--- config.mk ---
export PLATFORM = sky130hd
export DESIGN_NAME = gpio_ctrl_flat
export DESIGN_NICKNAME = d
export VERILOG_FILES = /design/src/rtl/gpio_pkg.sv /design/src/rtl/gpio_if.sv /design/src/rtl/gpio_sync_edge.sv /design/src/rtl/gpio_ctrl.sv /design/src/flat_wrapper.sv
export SDC_FILE = /design/constraint.sdc
export NUM_CORES = 1
export LEC_CHECK = 0
export CAP_MARGIN = 25
export CORE_ASPECT_RATIO = 0.9
export CORE_MARGIN = 2
export CORE_UTILIZATION = 50
export CTS_BUF_LIST = sky130_fd_sc_hd__clkbuf_4 sky130_fd_sc_hd__clkbuf_8
export DETAILED_ROUTE_END_ITERATION = 8
export PLACE_DENSITY = 0.77
export SYNTH_ARGS = -nofsm -noshare
export SYNTH_HDL_FRONTEND = slang
export SYNTH_SLANG_ARGS = --single-unit
--- constraint.sdc ---
create_clock -name clk -period 3.49 [get_ports clk]
set_input_delay 0.698 -clock clk [delete_from_list [all_inputs] [get_ports clk]]
set_output_delay 0.698 -clock clk [all_outputs]
set_load 0.02 [all_outputs]
--- src/rtl/gpio_pkg.sv ---
// Shared definitions for the GPIO peripheral: register byte offsets and the
// word-index decode used by the bus-facing logic.
package gpio_pkg;

    localparam int REG_IDX_W = 10;

    localparam logic [11:0] GPIO_OUT_OFS      = 12'h000;
    localparam logic [11:0] GPIO_DIR_OFS      = 12'h004;
    localparam logic [11:0] GPIO_IN_OFS       = 12'h008;
    localparam logic [11:0] GPIO_IRQ_EN_OFS   = 12'h00C;
    localparam logic [11:0] GPIO_IRQ_STAT_OFS = 12'h010;
    localparam logic [11:0] GPIO_SET_OFS      = 12'h014;
    localparam logic [11:0] GPIO_CLR_OFS      = 12'h018;

    typedef enum logic [2:0] {
        REG_OUT,
        REG_DIR,
        REG_IN,
        REG_IRQ_EN,
        REG_IRQ_STAT,
        REG_SET,
        REG_CLR,
        REG_NONE
    } gpio_reg_e;

    // Word index (addr[11:2]) to register; unmapped offsets fall to REG_NONE.
    function automatic gpio_reg_e decode_reg(input logic [REG_IDX_W-1:0] idx);
        gpio_reg_e sel;
        case (idx)
            GPIO_OUT_OFS[11:2]:      sel = REG_OUT;
            GPIO_DIR_OFS[11:2]:      sel = REG_DIR;
            GPIO_IN_OFS[11:2]:       sel = REG_IN;
            GPIO_IRQ_EN_OFS[11:2]:   sel = REG_IRQ_EN;
            GPIO_IRQ_STAT_OFS[11:2]: sel = REG_IRQ_STAT;
            GPIO_SET_OFS[11:2]:      sel = REG_SET;
            GPIO_CLR_OFS[11:2]:      sel = REG_CLR;
            default:                 sel = REG_NONE;
        endcase
        return sel;
    endfunction

endpackage

--- src/rtl/gpio_if.sv ---
// Single-port peripheral bus between the address decoder / core and the GPIO block.
interface gpio_if;
    logic        cs_n;
    logic        we;
    logic [11:0] addr;
    logic [3:0]  be;
    logic [31:0] wdata;
    logic [31:0] rdata;

    modport master (
        output cs_n,
        output we,
        output addr,
        output be,
        output wdata,
        input  rdata
    );

    modport slave (
        input  cs_n,
        input  we,
        input  addr,
        input  be,
        input  wdata,
        output rdata
    );
endinterface

--- src/rtl/gpio_sync_edge.sv ---
// Two-flop synchronizer for asynchronous pin inputs plus a history flop so a
// rising edge is seen as a one-cycle pulse on the synchronized level.
module gpio_sync_edge #(
    parameter int W = 16
) (
    input  logic         clk,
    input  logic         reset,
    input  logic [W-1:0] async_in,
    output logic [W-1:0] level,
    output logic [W-1:0] rise
);

    logic [W-1:0] s1_reg;
    logic [W-1:0] s2_reg;
    logic [W-1:0] prev_reg;

    always_ff @(posedge clk) begin
        if (reset) begin
            s1_reg   <= '0;
            s2_reg   <= '0;
            prev_reg <= '0;
        end else begin
            s1_reg   <= async_in;
            s2_reg   <= s1_reg;
            prev_reg <= s2_reg;
        end
    end

    assign level = s2_reg;
    assign rise  = s2_reg & ~prev_reg;

endmodule

--- src/rtl/gpio_ctrl.sv ---
// Memory-mapped GPIO: byte-masked OUT/DIR/IRQ_EN registers, SET/CLR aliases,
// W1C interrupt status fed by synchronized rising edges, one-cycle read latency.
module gpio_ctrl
    import gpio_pkg::*;
#(
    parameter int N_GPIO = 16
) (
    input  logic              clk,
    input  logic              reset,
    gpio_if.slave             bus,
    input  logic [N_GPIO-1:0] gpio_in,
    output logic [N_GPIO-1:0] gpio_out,
    output logic [N_GPIO-1:0] gpio_oe,
    output logic              irq
);

    logic [N_GPIO-1:0] out_reg,  out_next;
    logic [N_GPIO-1:0] dir_reg,  dir_next;
    logic [N_GPIO-1:0] en_reg,   en_next;
    logic [N_GPIO-1:0] stat_reg, stat_next;
    logic [31:0]       rdata_reg;
    logic              irq_reg;

    logic [N_GPIO-1:0] in_sync;
    logic [N_GPIO-1:0] in_rise;

    logic [31:0]       be_mask;
    logic [N_GPIO-1:0] wmask;
    logic [N_GPIO-1:0] wbits;
    logic [N_GPIO-1:0] w1c;
    logic              wr_en;
    logic              rd_en;
    gpio_reg_e         sel;
    logic [31:0]       rd_val;
    logic              unused_bits;

    gpio_sync_edge #(.W(N_GPIO)) u_sync_edge (
        .clk      (clk),
        .reset    (reset),
        .async_in (gpio_in),
        .level    (in_sync),
        .rise     (in_rise)
    );

    genvar gi;
    generate
        for (gi = 0; gi < 4; gi++) begin : g_be_mask
            assign be_mask[8*gi +: 8] = {8{bus.be[gi]}};
        end
    endgenerate

    // Register bits above N_GPIO do not exist, so their write data is dropped here.
    assign wmask = be_mask[N_GPIO-1:0];
    assign wbits = bus.wdata[N_GPIO-1:0] & wmask;
    assign wr_en = ~bus.cs_n & bus.we;
    assign rd_en = ~bus.cs_n & ~bus.we;
    assign sel   = decode_reg(bus.addr[11:2]);

    assign unused_bits = ^{bus.addr[1:0], bus.wdata, be_mask};

    always_comb begin
        out_next = out_reg;
        dir_next = dir_reg;
        en_next  = en_reg;
        w1c      = '0;
        if (wr_en) begin
            case (sel)
                REG_OUT:      out_next = (out_reg & ~wmask) | wbits;
                REG_DIR:      dir_next = (dir_reg & ~wmask) | wbits;
                REG_IRQ_EN:   en_next  = (en_reg  & ~wmask) | wbits;
                REG_IRQ_STAT: w1c      = wbits;
                REG_SET:      out_next = out_reg | wbits;
                REG_CLR:      out_next = out_reg & ~wbits;
                default:      ;
            endcase
        end
        // A fresh enabled edge outranks a simultaneous clear of the same bit.
        stat_next = (in_rise & en_reg) | (stat_reg & ~w1c);
    end

    always_comb begin
        rd_val = '0;
        case (sel)
            REG_OUT:      rd_val = 32'(out_reg);
            REG_DIR:      rd_val = 32'(dir_reg);
            REG_IN:       rd_val = 32'(in_sync);
            REG_IRQ_EN:   rd_val = 32'(en_reg);
            REG_IRQ_STAT: rd_val = 32'(stat_reg);
            default:      rd_val = '0;
        endcase
    end

    always_ff @(posedge clk) begin
        if (reset) begin
            out_reg   <= '0;
            dir_reg   <= '0;
            en_reg    <= '0;
            stat_reg  <= '0;
            rdata_reg <= '0;
            irq_reg   <= 1'b0;
        end else begin
            out_reg  <= out_next;
            dir_reg  <= dir_next;
            en_reg   <= en_next;
            stat_reg <= stat_next;
            irq_reg  <= |(stat_next & en_next);
            if (rd_en) begin
                rdata_reg <= rd_val;
            end
        end
    end

    assign bus.rdata = rdata_reg;
    assign gpio_out  = out_reg;
    assign gpio_oe   = dir_reg;
    assign irq       = irq_reg;

endmodule

--- src/flat_wrapper.sv ---
// flat-port wrapper written by rule: the top's interface ports become plain ports
module gpio_ctrl_flat import gpio_pkg::*;
#(
    parameter int N_GPIO = 16
)
  (clk, reset, gpio_in, gpio_out, gpio_oe, irq, bus_cs_n, bus_we, bus_addr, bus_be, bus_wdata, bus_rdata);
  gpio_if bus_i ();
  input  logic clk;
  input  logic reset;
  input  logic [N_GPIO-1:0] gpio_in;
  output logic [N_GPIO-1:0] gpio_out;
  output logic [N_GPIO-1:0] gpio_oe;
  output logic irq;
  input wire logic [$bits(bus_i.cs_n)-1:0] bus_cs_n;
  input wire logic [$bits(bus_i.we)-1:0] bus_we;
  input wire logic [$bits(bus_i.addr)-1:0] bus_addr;
  input wire logic [$bits(bus_i.be)-1:0] bus_be;
  input wire logic [$bits(bus_i.wdata)-1:0] bus_wdata;
  output wire logic [$bits(bus_i.rdata)-1:0] bus_rdata;
  assign bus_i.cs_n = bus_cs_n;
  assign bus_i.we = bus_we;
  assign bus_i.addr = bus_addr;
  assign bus_i.be = bus_be;
  assign bus_i.wdata = bus_wdata;
  assign bus_rdata = bus_i.rdata;
  gpio_ctrl #(.N_GPIO(N_GPIO)) u_core (.clk(clk), .reset(reset), .bus(bus_i), .gpio_in(gpio_in), .gpio_out(gpio_out), .gpio_oe(gpio_oe), .irq(irq));
endmodule
==> flow_summary.toml <==
[synth]
ys_seq_area_frac = 0.487
yosysUniqueCellTypes = 39
syn_area_um2 = 5310
ys_warn_count = 0
synth-async-reset-ratio = 0
avgSynthCellArea_um2 = 9.41
synth-main-ff-cell = "dfxtp_1"
postSynthCellCount = 564
yosys_register_bits = 129
synth-edff-count = 0

[power_and_ir_drop]
seqPwrFrac = 0.520
p_comb_frac = 0.058
p_sw_mw = 0.705
internal_power_mw = 2.19
leakage_nw = 2.62
p_sw_frac = 0.244
p_per_area_nw_per_um2 = 427
peakVddDrop_mv = 0.260
p_clk_frac = 0.422

[critical_path]
slowest_stage = "clkdlybuf4s50_1"
critPathMaxStageDelay_ns = 0.44
reg2reg_depth = 5
path_cells = "clkdlybuf4s50_1 -> nor4_4 -> nand4_2 -> buf_4 -> a211oi_1 -> o22ai_1 -> nor4_1 -> a21oi_1"
cp_max_fo = 5
cp-end-kind = "register"
r2r_slack_ns = 1.84
r2r_end = "u_core.irq"
crit_type = "input pin to register"
crit_path_start_kind = "input pin"
arrival_ns = 3.01
worstPathRequired_ns = 3.80
r2r_start = "u_core.stat_reg[14]"

[timing]
period_needed_ns = 2.70
finalHoldViolCount = 0
fin_crit_sh = 0.773
finClkSkew_ns = 0.00916
finalMaxSlewViolations = 0
tightest_slew_ns = 0.853
setup_viol = 0
slew_headroom = 0.431
rsz0062_at_grt = "false"
max_freq_ghz = 0.371
finalSetupTns_ns = 0

[cts]
cts_resized = 0
holdBufCountCts = 0
cts_buffers = 17
root_buffer = "clkbuf_8"
cts.sinks = 129
cts_buffer_depth = 2
clk-insertion-delay-late_ns = 0.44
cts_tree = "built"
h-tree-depth = 4
path_clk_slew_ns = 0.08
cts_setup_buffers = 0

[detailed_routing]
wl_mm = 14.6
via_per_inst = 5.79
drt-initial-drc-count = 384
first_pass_iters = 7
drc = 0
ant_nets = 0
avgRoutedWirePerCell_um = 18.1
num_vias = 4665

[floorplan]
coreArea_um2 = 10300
die_x_um = 113
initial_core_util = 0.516
die_h_um = 102
io_pins = 133
die_area_um2 = 11500
rows = 35

[placement]
hpwl_mm = 9.67
place_congestion = 0.836
port_buffers = 96
placed_cells = 774
placed_cell_area_um2 = 6390

[grt]
grt_pass1_vias = 4589
grtUsageMet1 = 0.329
grt.busiest_layer = "met2"
grt.met3_usage = 0.0628
grt_pass1_wl_mm = 23.3
grt_overflow_total = 0
gr-usage-all-layers = 0.260
grt_start_max_net_pins = 70
grt_use_met2 = 0.427
antenna_found_initial = 0

[cells_and_area]
instances_no_fill = 806
layout_commonest_cell = "dfxtp_1"
seqCellArea_um2 = 2580
multi_input_area_um2 = 2490
drive_gt1_frac = 0.112
layout_common_cells = "129 x dfxtp_1, 95 x clkdlybuf4s50_1, 63 x nor2_1"
design_area_um2 = 6770
layout.nets = 732
num_antenna_cells = 0
fillers = 839
area_delta_synth_final_pct = 27.6

[min_path]
min_path_cells = 1
min-delay-start = "u_core.u_sync_edge.s1_reg[10]"
min_path_type = "register to register"
min_to = "u_core.u_sync_edge.level[10]"

[outcome]
outcome = "finished clean"

[job]
maxCapViolCount = 0
-- area by class of cell --
type	count	share of cell area
Tap cell	129	0.0238
Clock buffer	20	0.0406
Sequential cell	129	0.381
Multi-Input combinational cell	397	0.367
Clock inverter	12	0.0161
Timing Repair Buffer	119	0.171
-- power groups by stage --
| stage | clock, mW | sequential [mW] | combinational (mW) |
|---|---|---|---|
| 3_3_place_gp | 0 | 1.54 | 0.163 |
| 5_1_grt | 1.31 | 1.51 | 0.181 |
| 2_1_floorplan | 0 | 1.53 | 0.0942 |
| 4_1_cts | 1.23 | 1.50 | 0.168 |
| 6_report | 1.22 | 1.50 | 0.169 |
| 3_5_place_dp | 0 | 1.54 | 0.167 |
-- cells in the mapped netlist (3+ instances only) --
cell type  number  share of area
a211oi_1        8          0.011
a211oi_2        7          0.017
a21boi_0       15          0.021
a21o_1         16          0.023
a21oi_1        35          0.033
a222oi_1       16          0.030
a22oi_1        16          0.023
and3b_1         4         0.0066
buf_2           9         0.0085
buf_4          18          0.025
clkbuf_1       24          0.017
dfxtp_1       129           0.49
mux2i_1        30          0.057
nand2_1        36          0.025
nand3_1        19          0.018
nand4_2         3         0.0071
nor2_1         63          0.045
nor2b_1        50          0.059
o21ai_0        33          0.031
o22ai_1         9          0.011
-- stage by stage --
| stage | utilization | hold WS, ns | setup WS (ns) | power (mW) |
|---|---|---|---|---|
| floorplan | - | 0.414 | 1.07 | 1.63 |
| global placement | 0.621 | 0.418 | 0.358 | 1.70 |
| finish | 0.658 | 0.438 | 0.791 | 2.89 |
| CTS | 0.658 | 0.444 | 0.830 | 2.90 |
| global route | 0.658 | 0.465 | 0.574 | 3.00 |
| detailed placement | 0.621 | 0.426 | 0.384 | 1.70 |
-- critical path: cells and delay by family --
family / cells / cell delay [ns]
AOI/OAI and AO/OA: 3 / 0.67
buffers and inverters: 2 / 0.66
and+or+nand+nor: 3 / 0.97
-- kinds of logic after synthesis --
group / synth area share
AOI/OAI and AO/OA: 0.202
xor gates and xnor gates: 0.00330
buffers and inverters: 0.0552
DFF: 0.487
muxes: 0.0566
other: 0.000707
and+or+nand+nor: 0.195
-- per-layer routing --
layer | part of all wire | wire length (um) | vias to the layer above
met3 | 0.076 | 1110 | 30
met1 | 0.43 | 6290 | 2220
met2 | 0.47 | 6900 | 233
met5 | 0 | 0 | -
li1 | - | - | 2182
met4 | 0.019 | 274 | 0
-- worst max-delay path by stage --
stage | start | end | slack [ns] | cells after the start
floorplan | bus_addr[5] | u_core.irq | 1.07 | 7
global placement | bus_addr[9] | u_core.irq | 0.36 | 8
detailed placement | bus_addr[9] | u_core.irq | 0.38 | 8
CTS | bus_addr[9] | u_core.irq | 0.83 | 8
global route | bus_addr[9] | u_core.irq | 0.57 | 8
finish | bus_addr[9] | u_core.irq | 0.79 | 8
(Power assumes the default switching activity.)
